===== src/rtl/packet_link_arbiter.sv =====
// Round-robin arbiter that hands a single 13-bit flit link to one of four
// packet sources at a time, holding ownership until end-of-packet or a flit cap.
module packet_link_arbiter #(
  parameter int NREQ     = 4,
  parameter int MAXFLITS = 16
) (
  input  logic                 clk,
  input  logic                 rst,
  input  logic [NREQ-1:0]      in_valid,
  input  logic [13*NREQ-1:0]   in_packet,
  output logic [NREQ-1:0]      in_ready,
  output logic                 out_valid,
  output logic [12:0]          out_packet,
  input  logic                 out_ready,
  output logic [NREQ-1:0]      grant,
  output logic                 complete,
  output logic                 overflow,
  output logic [4:0]           flit_count
);

  typedef enum logic [1:0] {
    IDLE = 2'd0,
    XFER = 2'd1,
    DONE = 2'd2
  } state_t;

  localparam logic [4:0] MAX_CNT = 5'(MAXFLITS);

  state_t      state_r, state_s;
  logic [3:0]  grant_r, grant_s;
  logic [1:0]  owner_r, owner_s;
  logic [1:0]  rr_ptr_r, rr_ptr_s;
  logic [4:0]  cnt_r, cnt_s;
  logic        complete_r, complete_s;
  logic        overflow_r, overflow_s;

  logic [7:0]  dbl_s;
  logic [3:0]  rot_s;
  logic [1:0]  win_off_s, win_idx_s;
  logic [12:0] flit_s;
  logic        owner_valid_s, hs_s;
  logic [4:0]  cnt_inc_s;

  // Round-robin pick: rotate requests so rr_ptr lands at bit 0, take lowest set bit
  always_comb begin
    dbl_s = {in_valid, in_valid};
    rot_s = 4'(dbl_s >> rr_ptr_r);
    casez (rot_s)
      4'b???1: win_off_s = 2'd0;
      4'b??10: win_off_s = 2'd1;
      4'b?100: win_off_s = 2'd2;
      4'b1000: win_off_s = 2'd3;
      default: win_off_s = 2'd0;
    endcase
    win_idx_s = rr_ptr_r + win_off_s;
  end

  // Owner flit mux, handshake detect and saturating flit increment
  always_comb begin
    case (owner_r)
      2'd0:    flit_s = in_packet[12:0];
      2'd1:    flit_s = in_packet[25:13];
      2'd2:    flit_s = in_packet[38:26];
      2'd3:    flit_s = in_packet[51:39];
      default: flit_s = 13'd0;
    endcase
    owner_valid_s = in_valid[owner_r];
    hs_s          = (state_r == XFER) & owner_valid_s & out_ready;
    cnt_inc_s     = (cnt_r == 5'd31) ? 5'd31 : cnt_r + 5'd1;
  end

  // Link-side outputs pass through combinationally only while a packet is moving
  always_comb begin
    out_valid  = 1'b0;
    out_packet = 13'd0;
    in_ready   = 4'b0000;
    if (state_r == XFER) begin
      out_valid  = owner_valid_s;
      out_packet = flit_s;
      in_ready   = grant_r & {4{out_ready}};
    end else begin
      out_valid  = 1'b0;
      out_packet = 13'd0;
      in_ready   = 4'b0000;
    end
  end

  // Next-state and next-register values
  always_comb begin
    state_s    = state_r;
    grant_s    = grant_r;
    owner_s    = owner_r;
    rr_ptr_s   = rr_ptr_r;
    cnt_s      = cnt_r;
    complete_s = 1'b0;
    overflow_s = 1'b0;
    case (state_r)
      IDLE: begin
        if (|in_valid) begin
          state_s = XFER;
          grant_s = 4'b0001 << win_idx_s;
          owner_s = win_idx_s;
          cnt_s   = 5'd0;
        end else begin
          grant_s = 4'b0000;
        end
      end
      XFER: begin
        if (hs_s) begin
          cnt_s = cnt_inc_s;
          if (flit_s[12]) begin
            state_s    = DONE;
            complete_s = 1'b1;
          end else if (cnt_inc_s == MAX_CNT) begin
            // Cap reached without eop: cut the packet short and flag it
            state_s    = DONE;
            complete_s = 1'b1;
            overflow_s = 1'b1;
          end else begin
            state_s = XFER;
          end
        end else begin
          cnt_s = cnt_r;
        end
      end
      DONE: begin
        state_s  = IDLE;
        grant_s  = 4'b0000;
        rr_ptr_s = owner_r + 2'd1;
      end
      default: begin
        state_s = IDLE;
        grant_s = 4'b0000;
      end
    endcase
  end

  // FSM state register
  always_ff @(posedge clk or posedge rst) begin
    if (rst) begin
      state_r <= IDLE;
    end else begin
      state_r <= state_s;
    end
  end

  // Ownership, pointer, count and pulse registers
  always_ff @(posedge clk or posedge rst) begin
    if (rst) begin
      grant_r    <= 4'b0000;
      owner_r    <= 2'd0;
      rr_ptr_r   <= 2'd0;
      cnt_r      <= 5'd0;
      complete_r <= 1'b0;
      overflow_r <= 1'b0;
    end else begin
      grant_r    <= grant_s;
      owner_r    <= owner_s;
      rr_ptr_r   <= rr_ptr_s;
      cnt_r      <= cnt_s;
      complete_r <= complete_s;
      overflow_r <= overflow_s;
    end
  end

  assign grant      = grant_r;
  assign complete   = complete_r;
  assign overflow   = overflow_r;
  assign flit_count = cnt_r;

endmodule


===== config.mk =====
export PLATFORM = sky130hd
export DESIGN_NAME = packet_link_arbiter
export DESIGN_NICKNAME = d
export VERILOG_FILES = /design/src/rtl/packet_link_arbiter.sv
export SDC_FILE = /design/constraint.sdc
export NUM_CORES = 1
export LEC_CHECK = 0
export CELL_PAD_IN_SITES_DETAIL_PLACEMENT = 1
export CELL_PAD_IN_SITES_GLOBAL_PLACEMENT = 2
export CORE_MARGIN = 4
export CORE_UTILIZATION = 17
export CTS_CLUSTER_SIZE = 12
export DETAILED_ROUTE_END_ITERATION = 6
export HOLD_SLACK_MARGIN = 0.12
export PLACE_DENSITY = 0.86
export SLEW_MARGIN = 20
export SYNTH_ARGS = -nofsm -noshare
export SYNTH_HDL_FRONTEND = slang
export SYNTH_SLANG_ARGS = --single-unit

===== constraint.sdc =====
create_clock -name clk -period 2.15 [get_ports clk]
set_clock_uncertainty 0.2 [all_clocks]
set_input_delay 0.5375 -clock clk [delete_from_list [all_inputs] [get_ports clk]]
set_output_delay 0.5375 -clock clk [all_outputs]
set_load 0.005 [all_outputs]

# --- Yosys cells after proc, flatten, opt, wreduce, memory -nomap -nowiden ---
# Cells that the tools add are included.
totals:
  reg_bits: 17
  in_bits: 59
  output_inout_bits: 29
classes:
  reduce_logical: 7
  bitwise_logic: 3
  add_sub_neg: 3
  mux: 25
  n_eq_ne: 12
  shifts: 2
  magnitude_cmp: 1
op_table:
  columns: ["op", "count"]
  rows:
  - ["$pmux W13 S4", 1]
  - ["$mux W5", 3]
  - ["$mux W13", 1]
  - ["$eq A5 B5 Y1 const B", 2]
  - ["$pmux W5 S2", 1]
  - ["$mux W1", 9]
  - ["$eq A2 B2 Y1 const B", 4]
  - ["$mux W2", 4]
  - ["$mux W4", 2]
  - ["$pmux W4 S2", 1]
  - ["$shr A8 B2 Y4", 1]
  - ["$pmux W2 S3", 1]
  - ["$add A5 B1 Y5 const B", 1]
  - ["$and A4 B4 Y4", 1]
  - ["$eq A2 B1 Y1 const B", 2]
  - ["$eq A4 B4 Y1 const B", 1]
  - ["$logic_not A2 Y1", 2]
  - ["$ne A2 B2 Y1 const B", 2]
  - ["$pmux W2 S2", 1]
  - ["$reduce_and A2 Y1", 2]
  - ["$reduce_or A4 Y1", 1]
  - ["$shl A1 B2 Y4 const A", 1]
  - ["$eq A3 B3 Y1 const B", 1]
  - ["$lt A2 B3 Y1 const B", 1]
  - ["other kinds (6)", 7]

# --- Longest topological paths before layout ---
# Gate-level depths: netlist (run 1).
depth:
  ltp_word: 7
  ltp_mapped: 9
  mapped_depth_nobuf: 9

# --- Worst setup path after synthesis (run 1) ---
# Ideal clock, no wire load.
synth_timing:
  path_type: "in2reg"
  startpoint: "input in_valid[3]"
  endpoint: "register grant_r[1] (netlist: grant[1])"
  required_time_ns: 1.828
  slack_ns: -0.025
  arrival_time_ns: 1.853
  setup_ns: 0.122
  stages: 9
  path_cell_list: "buf_4 nor2_1 a21oi_1 o211ai_1 o31a_1 ha_1 xor2_1 xnor2_1 a32o_1"
synth_via:
  elab_chain_cells: 7
synth_rtl:
  columns: ["item", "line", "source"]
  rows:
  - ["from (decl)", "9", "input logic [NREQ-1:0] in_valid,"]
  - ["$shr A8 B2 Y4", "47", "rot_s = 4'(dbl_s >> rr_ptr_r);"]
  - ["$eq A4 B4 Y1, or another cell as far along", "48", "casez (rot_s)"]
  - ["$pmux W2 S3", "48", null]
  - ["$add A2 B2 Y2", "55", "win_idx_s = rr_ptr_r + win_off_s;"]
  - ["$shl A1 B2 Y4", "101", "grant_s = 4'b0001 << win_idx_s;"]
  - ["$mux W4 (*)", "99", "if (|in_valid) begin"]
  - ["$pmux W4 S2 (*)", "97", "case (state_r)"]
  - ["to (signal assigned)", "157", "grant_r <= grant_s;"]
  - ["to (decl)", "30", "logic [3:0] grant_r, grant_s;"]
# Every way passes the cells marked *; elsewhere a longest branch is shown, timed or not.
# A chain may end at the register's enable or synchronous reset.

# --- Worst setup path in the final report (run 1) ---
layout_timing:
  startpoint: "register owner_r[0]"
  endpoint: "output out_packet[0]"
layout_via:
  elab_chain_cells: 3
layout_rtl:
  columns: ["item", "line", "source"]
  rows:
  - ["from (decl)", "31", "logic [1:0] owner_r, owner_s;"]
  - ["from (signal assigned)", "158", "owner_r <= owner_s;"]
  - ["$eq A2 B2 Y1, or another cell as far along", "60", "case (owner_r)"]
  - ["$pmux W13 S4 (*)", "60", null]
  - ["$mux W13 (*)", "77", "if (state_r == XFER) begin"]
  - ["to (decl)", "13", "output logic [12:0] out_packet,"]
# Marks and branches as above.

==> flow_summary.json, run 1 <==
{
  "drv_cap": 0,
  "cts_inserted_buffers": 3,
  "netlist_area_sq_um": 1376,
  "cp_max_fo": 5,
  "failed_checks": "negative setup slack",
  "final_cells": 405,
  "use_met2_pct": 24.24,
  "drc": 0,
  "synth_area_leaders": "dfrtp_1 (31%), a222oi_1 (9.5%), nor2_1 (8.7%)",
  "cp_slowest_cell": "dfrtp_2",
  "status": "finished with violations",
  "r2r_start": "owner_r[0]$_DFFE_PP0P_",
  "synthCells": 173,
  "report.final.slew_viol_count": 0,
  "routabilityCongestion": 0.8163,
  "crit_type": "reg -> out",
  "final_common_cell": "clkdlybuf4s50_1",
  "drtIter0Drc": 70,
  "grt_pass1_wl_um": 10720,
  "antenna_cells": 0,
  "tns_ps": -6078,
  "cp-end-kind": "primary output",
  "postPlaceCellArea_sq_um": 2596,
  "ys_ff_latch": 17,
  "cts_buffer_depth": 2,
  "finalCritPeriodShare_pct": 124.9,
  "clockRootBuffer": "clkbuf_8",
  "netlist.top_cell.by_area": "dfrtp_1",
  "dieArea_sq_um": 9599,
  "cts_tree": "yes",
  "relSlewSlack_pct": 69.45,
  "critPathMaxStageDelay_ps": 450,
  "nets": 369,
  "cts_hold_buf": 0,
  "ant_nets": 0,
  "power.leakage_uw": 0.001262,
  "die_width_um": 97.98,
  "place.detailed.hpwl_um": 4832,
  "htreeDepth": 1,
  "via_per_inst": 4.704,
  "grt_pass1_vias": 2097,
  "final_cell_mix": "clkdlybuf4s50_1 (63), buf_4 (37), nor2_1 (31)",
  "dp_cells": 386,
  "initial_utilization_pct": 17.63,
  "cp.required_ps": 1410,
  "rrSetupSlack_ps": -40,
  "worstHoldStart": "grant[2]$_DFFE_PP0N_",
  "hp-class": "reg -> reg",
  "fin_ws_ps": -534.6,
  "finalHoldViolCount": 0,
  "crit_arrival_ps": 1950,
  "use_met1_pct": 17.07,
  "ys_types": 43,
  "whs_path_depth": 2,
  "insertion_delay_ps": 250,
  "fin_area_sq_um": 2855,
  "ir_worst_vdd_v": 0.0004343,
  "grtUsageTotal_pct": 13.46,
  "num_vias": 1905,
  "min_period_ps": 2685,
  "yosys_warnings": 0,
  "ys_seq_area_share_pct": 30.91,
  "tightest_slew_ps": 454.7,
  "reg2regPathDepth": 7,
  "drive_gt1_share_pct": 34.32,
  "clock-sinks": 17,
  "crit_path_cell_trace": "buf_6 > ha_4 > buf_4 > buf_6 > a222oi_1 > nor2_1 > a21oi_1 > nor2_1 > buf_2",
  "overflow": 0,
  "fp.dieH_um": 97.98,
  "pwr_density_cell_nw_per_um2": 1147,
  "critPathLaunch": "owner_r[0]$_DFFE_PP0P_",
  "firstDrtPassIters": 4,
  "postSynthAreaPerCell_sq_um": 7.956,
  "syn-num-nets": 238,
  "timing.fmax_mhz": 372.5,
  "finalWirelength_um": 6603,
  "grt_max_degree": 20,
  "grt_busiest_layer": "met2",
  "wl_per_cell_um": 16.30,
  "finalSetupViolations": 16,
  "num_rows": 32,
  "antenna_found_initial": 0,
  "synthToLayoutAreaGrowth_pct": 107.5,
  "core-area_sq_um": 7807,
  "io_buffers": 87,
  "rsz0062_at_grt": "yes",
  "power_uw": 3276,
  "yosysTopAreaCellShare_pct": 30.91,
  "gr-usage-met3_pct": 2.643,
  "place_ws_ps": -829.5,
  "ios": 88,
  "cts.clk_slew.worst_paths_ps": 70,
  "critPathLaunchType": "flip-flop"
}
-- layout make-up --
| class | instances | area [sq um] |
|---|---|---|
| clock buffers | 3 | 41.29 |
| clock inverters | 1 | 5.005 |
| repair buffers | 137 | 1222 |
| flip-flops and latches | 17 | 429.2 |
| multi-input cells | 139 | 1007 |
| inverters | 6 | 22.52 |
| fillers | 917 | 4952 |
| well taps | 102 | 127.6 |
-- path summary, 6_finish.rpt --
| path | end |
|---|---|
| worst max register to register | flit_count[1]$_DFFE_PP0P_ |
| worst max-delay path | out_packet[0] |
| max in group asynchronous | flit_count[1]$_DFFE_PP0P_ |
| min in group asynchronous | flit_count[3]$_DFFE_PP0P_ |
| worst min-delay path | grant[2]$_DFFE_PP0N_ |
| worst min register to register | grant[2]$_DFFE_PP0N_ |
-- stage by stage --
| stage | util (%) | hold slack (ps) |
|---|---|---|
| after floorplan | - | 263.6 |
| after global placement | 33.25 | 302.2 |
| after detailed placement | 33.25 | 293.6 |
| after CTS | 36.09 | 334.0 |
| after global routing | 36.57 | 374.5 |
| final | 36.57 | 337.9 |
-- layer usage --
| layer | routed length, um | up-vias |
|---|---|---|
| li1 | - | 902 |
| met1 | 2796 | 919 |
| met2 | 3333 | 82 |
| met3 | 464 | 2 |
| met4 | 9 | 0 |
| met5 | 0 | - |
-- flip-flops by register name, summed over array words and instances, names as in the netlist --
register and flops:
flit_count 5, grant 4, overflow 1, owner_r 2, state_r 2, rr_ptr_r 2, complete 1
-- cell usage after synthesis (all sizes together) --
master / count
o31a: 1
inv: 6
a31oi: 1
nand3: 5
o32a: 1
or3: 2
o31ai: 2
o211ai: 1
a32o: 1
a211oi: 1
a222oi: 13
and3b: 1
a21oi: 22
a22oi: 2
nor2: 32
nand3b: 1
and2: 2
o311a: 1
buf: 3
nand2: 17
o21ai: 6
mux2: 2
clkbuf: 8
ha: 6
and3: 6
nand2b: 4
nor3b: 1
nor4: 1
mux4: 1
xor2: 1
o32ai: 1
a22o: 1
nor3: 1
dfrtp: 17
nor2b: 1
xnor2: 1
-- kinds of logic (layout without fill, tap and decap cells) --
group,Yosys count,in the layout,synth area share [%]
AO/OA/AOI/OAI,54,54,28.00
XOR/XNOR,2,2,1.273
buffers and inverters,17,147,5.545
flip-flops,17,17,30.91
AND/OR/NAND/NOR,74,74,25.55
adder cells (fa/ha/maj),6,6,5.454
multiplexers,3,3,3.272
-- worst max-delay path, delay by kind of cell, from the launching register on --
kind                     cells  cell delay, ps
AO/OA/AOI/OAI                2             420
adder cells (fa/ha/maj)      1             170
buffers and inverters        4             510
flip-flops                   1             450
AND/OR/NAND/NOR              2             140
-- report_power, final --
group	leakage [uW]	internal [uW]	switching, uW	total, uW
clock network	0.0000255	129	111	239
logic	0.00102	1340	1140	2480
registers	0.000218	431	129	561
-- what timing repair did --
action | 4_1_cts | 5_1_grt
pin swaps | 37 | 33
endpoints found under the setup margin | 29 | 27
setup buffers | 12 | 6
resized for setup | 109 | 17
gates cloned | 2 | 0
Power figures use the tool's default switching activity.
==> run 2: changes to the inputs <==
--- a/config.mk
+++ b/config.mk
@@ -13,7 +13,6 @@
 export DETAILED_ROUTE_END_ITERATION = 6
 export HOLD_SLACK_MARGIN = 0.12
 export PLACE_DENSITY = 0.86
-export SLEW_MARGIN = 20
 export SYNTH_ARGS = -nofsm -noshare
 export SYNTH_HDL_FRONTEND = slang
 export SYNTH_SLANG_ARGS = --single-unit
==> results of run 2 <==
Same layout as run 1: the final DEF is identical, and so are final timing and power.
==> run 3: changes to the inputs <==
--- a/config.mk
+++ b/config.mk
@@ -7,7 +7,6 @@
 export LEC_CHECK = 0
 export CELL_PAD_IN_SITES_DETAIL_PLACEMENT = 1
 export CELL_PAD_IN_SITES_GLOBAL_PLACEMENT = 2
-export CORE_MARGIN = 4
 export CORE_UTILIZATION = 17
 export CTS_CLUSTER_SIZE = 12
 export DETAILED_ROUTE_END_ITERATION = 6
@@ -16,3 +15,4 @@
 export SYNTH_ARGS = -nofsm -noshare
 export SYNTH_HDL_FRONTEND = slang
 export SYNTH_SLANG_ARGS = --single-unit
+export TNS_END_PERCENT = 50
==> run 3 against run 2 <==
Effect of this change: combinational power fell by 4%; cell area fell by 2.7%; count of clock-buffer cells in the layout rose by 1; first-iteration DRC count fell by 1.4%; sequential share of layout area rose by 0.33 points; total power fell by 2.9%; register-to-register slack got worse by 40 ps; setup slack improved by 120 ps; sequential power fell by 2%; critical endpoint is now out_packet[9]; sequential cell count did not move; the flow still finishes with violations (negative setup slack); global-route usage rose by 0.091 points.
==> flow_summary.json, run 3 (same netlist as run 1, synthesis figures left out) <==
{
  "postPlaceCellArea_sq_um": 2611,
  "fin_ws_ps": -411.9,
  "relSlewSlack_pct": 64.13,
  "io_buffers": 87,
  "insertion_delay_ps": 250,
  "power.leakage_uw": 0.001206,
  "grt_pass1_vias": 1963,
  "drtIter0Drc": 69,
  "overflow": 0,
  "finalHoldViolCount": 0,
  "regArea_sq_um": 426.7,
  "cts.clk_slew.worst_paths_ps": 70,
  "tightest_slew_ps": 533.9,
  "cp_max_fo": 6,
  "clockRootBuffer": "clkbuf_8",
  "failed_checks": "negative setup slack",
  "num_vias": 1835,
  "drive_gt1_share_pct": 30.03,
  "final_core_util_pct": 35.76,
  "crit_family": "compound AO/OA/AOI/OAI gates",
  "antenna_found_initial": 0,
  "report.final.slew_viol_count": 0,
  "grtUsageTotal_pct": 13.55,
  "routabilityCongestion": 0.7692,
  "place.detailed.hpwl_um": 4346,
  "ios": 88,
  "core-area_sq_um": 7767,
  "finalCritPeriodShare_pct": 119.2,
  "cp_slowest_cell": "dfrtp_1",
  "die_width_um": 91.98,
  "crit_arrival_ps": 1820,
  "cp-end-kind": "primary output",
  "reg2regPathDepth": 8,
  "cts_inserted_buffers": 3,
  "htreeDepth": 1,
  "whs_ps": 340.2,
  "ir_worst_vdd_v": 0.0004529,
  "via_per_inst": 4.646,
  "drc": 0,
  "cts_tree": "yes",
  "grt_pass1_wl_um": 9308,
  "crit_type": "reg -> out",
  "crit_path_cell_trace": "buf_6 > ha_4 > buf_2 > a222oi_1 > nor2_1 > a21oi_1 > nor2_1 > buf_2",
  "wl_per_cell_um": 14.87,
  "n_fill_cell": 929,
  "min_period_ps": 2562,
  "dieArea_sq_um": 8459,
  "fin_area_sq_um": 2778,
  "ant_nets": 0,
  "critPathMaxStageDelay_ps": 430,
  "clock-sinks": 17,
  "nets": 359,
  "cp.depth": 8,
  "grt_max_degree": 26,
  "final_common_cell": "clkdlybuf4s50_1",
  "dp_cells": 383,
  "whs_path_depth": 2,
  "path_buf_inv": 3,
  "final_cells": 395,
  "finalWirelength_um": 5874,
  "cts_buffer_depth": 2,
  "synthToLayoutAreaGrowth_pct": 101.8,
  "pwr_density_cell_nw_per_um2": 1145,
  "initial_utilization_pct": 17.72,
  "num_rows": 32,
  "critPathLaunchType": "flip-flop",
  "finalSetupViolations": 21,
  "firstDrtPassIters": 5,
  "cts_hold_buf": 0,
  "largest_reg_flops": 5,
  "antenna_cells": 0,
  "drv_cap": 0,
  "timing.fmax_mhz": 390.3,
  "hp-class": "reg -> reg",
  "rsz0062_at_grt": "yes",
  "cp.required_ps": 1410,
  "final_cell_mix": "clkdlybuf4s50_1 (64), nor2_1 (31), buf_4 (28)",
  "multi_input_area_sq_um": 985.9,
  "status": "finished with violations",
  "fp.dieH_um": 91.98,
  "tns_ps": -5769
}
==> run 3: cell types whose count changed in the layout (fill, tap and decap cells not counted), sizes merged <==
cell	before	now
clkinv	1	0
clkdlybuf4s50	63	64
clkdlybuf4s15	1	2
buf	65	54
==> run 3: per-stage QoR <==
step	total power, uW	worst slack (ps)
finish	3182	-411.9
global route	3453	-511.0
CTS	3172	-517.3
detailed placement	2758	-773.6
global placement	2714	-700.9
floorplan	1537	-17.94
==> run 3: tightest hold or removal path, cell delays in order (launching register included) <==
cell and delay, ps:
dfrtp_1 370, nand2_1 60, o21ai_1 70
==> run 3: routing by layer <==
metal	part of all wire [%]	GRT usage [%]
met3	8.6	2.405
met1	41	15.55
met5	0	0
met4	0.68	2.474
met2	50	26.06
==> run 3: final timing paths <==
kind	from	endpoint	slack (ps)
max	owner_r[0]$_DFFE_PP0P_	out_packet[9]	-410
min	grant[3]$_DFFE_PP0N_	grant[3]$_DFFE_PP0N_	340
max reg2reg	owner_r[0]$_DFFE_PP0P_	flit_count[1]$_DFFE_PP0P_	-80
min reg2reg	grant[3]$_DFFE_PP0N_	grant[3]$_DFFE_PP0N_	340
max in group asynchronous	rst	owner_r[1]$_DFFE_PP0P_	1150
min in group asynchronous	rst	grant[1]$_DFFE_PP0N_	390
==> run 3: area by class of cell <==
type,count,share of cell area [%]
Tap cell,102,4.595
Timing Repair Buffer,127,42.12
Sequential cell,17,15.36
Inverter,6,0.8108
Multi-Input combinational cell,139,35.50
Clock buffer,4,1.622
==> run 3: power breakdown <==
part           internal [uW]  leakage, uW  switching, uW
clock network            131    0.0000228            109
logic                   1300     0.000963           1090
registers                428     0.000221            123
==> run 3: repair_timing <==
item | in CTS | in global routing
cloned | 2 | 0
resized for setup | 91 | 16
setup endpoints to repair | 29 | 26
setup buffers | 5 | 3
pin swaps | 36 | 29
